## src/rtl/fifo_pkg.sv

```systemverilog
// Shared constants and helpers for the parametrised synchronous FIFO.
// Imported by the storage array and the FIFO top.
package fifo_pkg;

  localparam int DATA_WIDTH    = 16;
  localparam int DEFAULT_DEPTH = 16;

  // Occupancy needs one extra bit to represent DEPTH itself.
  function automatic int cnt_width(input int depth);
    return $clog2(depth) + 1;
  endfunction

endpackage

```

## src/rtl/fifo_mem.sv

```systemverilog
// 1-write/1-read storage array for the synchronous FIFO.
// Synchronous write, combinational read, contents never reset.
module fifo_mem
  import fifo_pkg::*;
#(
  parameter int DATA_WIDTH = fifo_pkg::DATA_WIDTH,
  parameter int DEPTH      = DEFAULT_DEPTH
) (
  input  logic                     clk,
  input  logic                     we,
  input  logic [$clog2(DEPTH)-1:0] waddr,
  input  logic [DATA_WIDTH-1:0]    wdata,
  input  logic [$clog2(DEPTH)-1:0] raddr,
  output logic [DATA_WIDTH-1:0]    rdata
);

  logic [DATA_WIDTH-1:0] mem [DEPTH];

  always_ff @(posedge clk) begin
    if (we) begin
      mem[waddr] <= wdata;
    end
  end

  assign rdata = mem[raddr];

endmodule

```

## src/rtl/param_sync_fifo.sv

```systemverilog
// Parametrised single-clock FIFO with registered status flags,
// sticky error flags and selectable registered / FWFT read.
module param_sync_fifo
  import fifo_pkg::*;
#(
  parameter int DATA_WIDTH = fifo_pkg::DATA_WIDTH,
  parameter int DEPTH      = DEFAULT_DEPTH,
  parameter int AF_THRESH  = DEPTH - 2,
  parameter int AE_THRESH  = 2,
  parameter bit FWFT       = 1'b0
) (
  input  logic                  clk,
  input  logic                  rst,
  input  logic                  wr_en,
  input  logic [DATA_WIDTH-1:0] wr_data,
  input  logic                  rd_en,
  output logic [DATA_WIDTH-1:0] rd_data,
  output logic                  rd_valid,
  output logic                  full,
  output logic                  empty,
  output logic                  almost_full,
  output logic                  almost_empty,
  output logic [$clog2(DEPTH):0] count,
  output logic                  overflow,
  output logic                  underflow,
  input  logic                  clr_err
);

  localparam int AW = $clog2(DEPTH);
  localparam int CW = cnt_width(DEPTH);

  if (DEPTH < 2 || (DEPTH & (DEPTH - 1)) != 0) begin : g_bad_depth
    $error("param_sync_fifo: DEPTH must be a power of two >= 2");
  end

  logic [AW-1:0]         wptr;
  logic [AW-1:0]         rptr;
  logic [DATA_WIDTH-1:0] head;
  logic [CW-1:0]         cnt_next;
  logic                  wr_acc;
  logic                  rd_acc;

  assign wr_acc = wr_en & ~full;
  assign rd_acc = rd_en & ~empty;

  fifo_mem #(
    .DATA_WIDTH (DATA_WIDTH),
    .DEPTH      (DEPTH)
  ) u_mem (
    .clk   (clk),
    .we    (wr_acc & ~rst),
    .waddr (wptr),
    .wdata (wr_data),
    .raddr (rptr),
    .rdata (head)
  );

  always_comb begin
    cnt_next = count;
    if (wr_acc && !rd_acc) begin
      cnt_next = count + CW'(1);
    end else if (rd_acc && !wr_acc) begin
      cnt_next = count - CW'(1);
    end
  end

  // Flags are computed from the next count so they line up with it.
  always_ff @(posedge clk) begin
    if (rst) begin
      wptr         <= '0;
      rptr         <= '0;
      count        <= '0;
      full         <= 1'b0;
      empty        <= 1'b1;
      almost_full  <= 1'b0;
      almost_empty <= 1'b1;
      overflow     <= 1'b0;
      underflow    <= 1'b0;
    end else begin
      if (wr_acc) begin
        wptr <= wptr + AW'(1);
      end
      if (rd_acc) begin
        rptr <= rptr + AW'(1);
      end
      count        <= cnt_next;
      full         <= (cnt_next == CW'(DEPTH));
      empty        <= (cnt_next == '0);
      almost_full  <= (cnt_next >= CW'(AF_THRESH));
      almost_empty <= (cnt_next <= CW'(AE_THRESH));
      overflow     <= (wr_en & full) | (overflow & ~clr_err);
      underflow    <= (rd_en & empty) | (underflow & ~clr_err);
    end
  end

  if (FWFT) begin : g_fwft
    assign rd_data  = empty ? '0 : head;
    assign rd_valid = ~empty;
  end else begin : g_reg
    always_ff @(posedge clk) begin
      if (rst) begin
        rd_data  <= '0;
        rd_valid <= 1'b0;
      end else begin
        rd_valid <= rd_acc;
        if (rd_acc) begin
          rd_data <= head;
        end
      end
    end
  end

endmodule

```

## config.mk

```make
export PLATFORM = sky130hd
export DESIGN_NAME = param_sync_fifo
export DESIGN_NICKNAME = d
export VERILOG_FILES = /design/src/rtl/fifo_pkg.sv /design/src/rtl/fifo_mem.sv /design/src/rtl/param_sync_fifo.sv
export SDC_FILE = /design/constraint.sdc
export NUM_CORES = 1
export LEC_CHECK = 0
export BUFFER_PORTS_ARGS = -buffer_cell sky130_fd_sc_hd__clkbuf_2
export CORE_MARGIN = 4
export CORE_UTILIZATION = 40
export DETAILED_ROUTE_END_ITERATION = 10
export PLACE_DENSITY = 0.62
export SYNTH_ARGS = -nofsm -noshare
export SYNTH_HDL_FRONTEND = slang
export SYNTH_SLANG_ARGS = --single-unit
```

## constraint.sdc

```tcl
create_clock -name clk -period 4.18 [get_ports clk]
set_clock_uncertainty 0.2 [all_clocks]
set_input_delay 0.418 -clock clk [delete_from_list [all_inputs] [get_ports clk]]
set_output_delay 0.418 -clock clk [all_outputs]
set_load 0.05 [all_outputs]
```

==> summary.md <==
| Metric | Value |
|---|---|
| Critical path class | in2reg |
| Routed Antenna Nets | 0 |
| Compound-Gate Fraction of Synth Area | 4.73% |
| Area post-placement | 11,900 µm² |
| Fin. Hold Viols | 0 |
| Fillers | 2,301 |
| Vias per cell | 5.47 |
| Area Overhead vs Synth | 14.7% |
| IO Pins | 49 |
| Iteration-0 DRC Markers | 400 |
| CTS tree | done |
| XOR/XNOR share of the synthesized area | 0.706% |
| Number of max-cap violations | 0 |
| Largest net degree at the start of global routing | 46 |
| First-pass GRT wire length | 37,200 µm |
| Critical path's top delay family | simple AND/OR/NAND/NOR gates |
| Required @ worst endpoint | 4.12 ns |
| Pins Over Slew Limit | 0 |
| Critical Path Source Type | input pin |
| Wire length per cell | 23.5 µm |
| Pint | 4.89 mW |
| Port bufs | 48 |
| Area of the multi-input gates | 2590 µm² |
| Pin slew with the least headroom to its limit | 1.32 ns |
| Cell Area, Synth | 11,200 µm² |
| Sequential share of power | 51.5% |
| Slowest library cell on the worst path | nor2_2 |
| RSZ-0062 raised after global routing | false |
| Die area | 30,600 µm² |
| Final Cycle Share | 65.5% |
| Yosys reg bits | 292 |
| WP data arrival | 2.68 ns |
| Peak supply drop | 0.000344 V |
| Worst Path Buf+Inv | 2 |
| Die X | 175 µm |
| H-tree depth reported by CTS | 1 |
| DRT Pass-1 Iters | 5 |
| Reg2reg start | rptr[0]$_SDFFE_PP0P_ |
| Status | finished clean |
| Worst Setup SP | wr_en |
| Via count | 5,685 |
| Count of final setup violators | 0 |
| Switching Share | 24.1% |
| Hold Path Origin | clr_err |
| Critical Path Fanout Max | 16 |
| Max incr delay on CP | 1.05 ns |
| Dpl hpwl | 14,100 µm |
| Die Ht | 175 µm |
| Fin cells | 1,040 |
| Post-CTS Setup Inserts | 0 |
| Largest family of logic cells by synthesized area | multiplexers |
| Mapped Cells | 578 |
| Synth warnings | 0 |
| Detailed Route WL | 24,400 µm |
| Leak Pwr | 4.12 nW |
| Cell variety after synth | 39 |
| Placed cells | 984 |
| Slew Limit Headroom | 12.2% |
| Remaining DRCs | 0 |
| Final non-filler cell area | 12,800 µm² |
| Simple-gate share of the synthesized area | 3.49% |
| ANT cells | 0 |
| Clk slew on worst S/H paths | 0.06 ns |
| Crit path time final | 2.74 ns |
| Portion of netlist area occupied by mux cells | 13.1% |
| Logic pwr share | 11.3% |
| Area share of fa/ha/maj cells after synthesis | 0.785% |
| CTS root buffer | clkbuf_16 |
| Clk pwr share | 37.2% |
| Hold crit path type | in2reg |
| Share of layout cells above drive strength 1 | 28.7% |
| Placeable Area | 27,200 µm² |
| CTS sink cnt | 292 |
| Post-route setup TNS | 0 ns |
| Total clock buffers created by CTS | 29 |
| Crit-path cells | dlygate4sd3_1 > clkbuf_2 > nor2b_4 > nand2_1 > nor2_2 |
| Number of global-route vias before repair | 6,059 |
| GP Congestion | 0.800 |
| Seq/Total Area, Yosys | 75.3% |
| Total track usage | 16.0% |
| R2r setup slk | 1.57 ns |
| Pwr Total | 6.44 mW |
| Net Switching | 1.55 mW |
| Top achievable clock speed | 365 MHz |
| Row count | 60 |
| Sequential cell area | 8410 µm² |
| Clk_lat worst skew | 0.54 ns |
| Starting Density | 41.1% |
| NumNets Final | 674 |
| Worst hold margin | 0.0276 ns |
| Synth Area per Inst | 19.3 µm² |
| Syn nets | 606 |
| Pwr dens | 503 nW/µm² |
| Worst Setup End Kind | register |
| Overflow left after global routing | 0 |
| Max Buffers Root-to-Sink | 3 |
| Initial antenna violation count | 1 |
Yosys cell counts, drive strengths merged:
| library cell | count | area share [%] |
|---|---|---|
| or4 | 1 | 0.067 |
| nand3 | 3 | 0.13 |
| dfxtp | 36 | 6.5 |
| and2 | 2 | 0.11 |
| inv | 7 | 0.24 |
| nor2 | 50 | 1.7 |
| a211oi | 1 | 0.067 |
| xor2 | 5 | 0.39 |
| a22oi | 35 | 2.4 |
| nor2b | 5 | 0.35 |
| o22ai | 1 | 0.11 |
| a21oi | 35 | 1.6 |
| or3 | 2 | 0.11 |
| xnor2 | 4 | 0.31 |
| a41o | 2 | 0.18 |
| o211a | 1 | 0.090 |
| nor3 | 4 | 0.18 |
| edfxtp | 256 | 69 |
| mux2i | 1 | 0.090 |
| nand2b | 2 | 0.11 |
| nand2 | 12 | 0.40 |
| o31ai | 1 | 0.11 |
| nand3b | 1 | 0.067 |
| and4 | 1 | 0.078 |
| a31oi | 1 | 0.056 |
| ha | 7 | 0.78 |
| o22a | 1 | 0.078 |
| mux4 | 64 | 13 |
| nand4 | 2 | 0.11 |
| or3b | 1 | 0.078 |
| o21ai | 1 | 0.045 |
| clkbuf | 10 | 0.34 |
| a21o | 1 | 0.067 |
| buf | 22 | 1.3 |
cell families after synthesis:
kind of cell | Yosys count
AO/OA/AOI/OAI | 80
flip-flops | 292
buffers and inverters | 39
multiplexers | 65
adder cells (fa/ha/maj) | 7
AND/OR/NAND/NOR | 86
XOR/XNOR | 9
flip-flops by register name, summed over array words and instances (netlist names):
signal / flops
overflow: 1
rd_valid: 1
u_mem.mem: 256
count: 5
rptr: 4
almost_empty: 1
full: 1
underflow: 1
wptr: 4
empty: 1
almost_full: 1
rd_data: 16
worst paths after layout:
kind                                     to  depth (start not counted)
hold / removal          overflow$_SDFF_PP0_                          4
setup / recovery  u_mem.mem[4][7]$_DFFE_PP_                          5
setup reg to reg    rd_data[7]$_SDFFE_PP0P_                          6
hold reg to reg     rd_data[0]$_SDFFE_PP0P_                          2
worst min-delay path, cell delays in order:
cell and delay (ns):
clkbuf_2 0.08, inv_1 0.07, a22oi_1 0.07, nor2_1 0.09
per-stage QoR:
| step | setup slack (ns) | utilization [%] |
|---|---|---|
| 3_5_place_dp | 1.40 | 43.8 |
| 4_1_cts | 1.41 | 47.1 |
| 2_1_floorplan | 1.80 | - |
| 6_report | 1.44 | 47.1 |
| 3_3_place_gp | 1.47 | 43.8 |
| 5_1_grt | 1.32 | 47.1 |
power groups by stage:
stage / combinational (mW) / clock, mW / sequential [mW]
final: 0.725 / 2.40 / 3.32
after global routing: 0.791 / 2.57 / 3.33
after floorplan: 0.454 / 0 / 3.46
after CTS: 0.733 / 2.45 / 3.32
after detailed placement: 0.726 / 0 / 3.38
after global placement: 0.714 / 0 / 3.38
area by class of cell:
cell class | count | area share (%)
inverter | 7 | 0.205
tap | 372 | 3.63
sequential | 292 | 65.7
clock buffer | 43 | 6.47
multi-input combinational | 247 | 20.2
clock inverter | 10 | 0.410
timing repair buffer | 69 | 3.36
per-layer routing:
| layer | vias to the layer above | GRT usage, % | share of wire (%) |
|---|---|---|---|
| met5 | - | 0 | 0.053 |
| met4 | 2 | 3.70 | 2.2 |
| met3 | 43 | 3.61 | 7.0 |
| met2 | 196 | 25.3 | 47 |
| met1 | 2972 | 23.0 | 44 |
| li1 | 2472 | - | - |
placed cells by master (no fill, tap or decap), drive strengths merged, types with 8 or more instances in the layout:
cell and n:
edfxtp 256, clkbuf 91, mux4 64, nor2 50
dfxtp 36, a21oi 35, a22oi 35, buf 18
nand2 12, clkinv 8
repair_timing:
action                    4_1_cts  5_1_grt
resized for setup               0        0
hold buffers                    3        0
hold endpoints to repair        2        0
(Power assumes the default switching activity.)
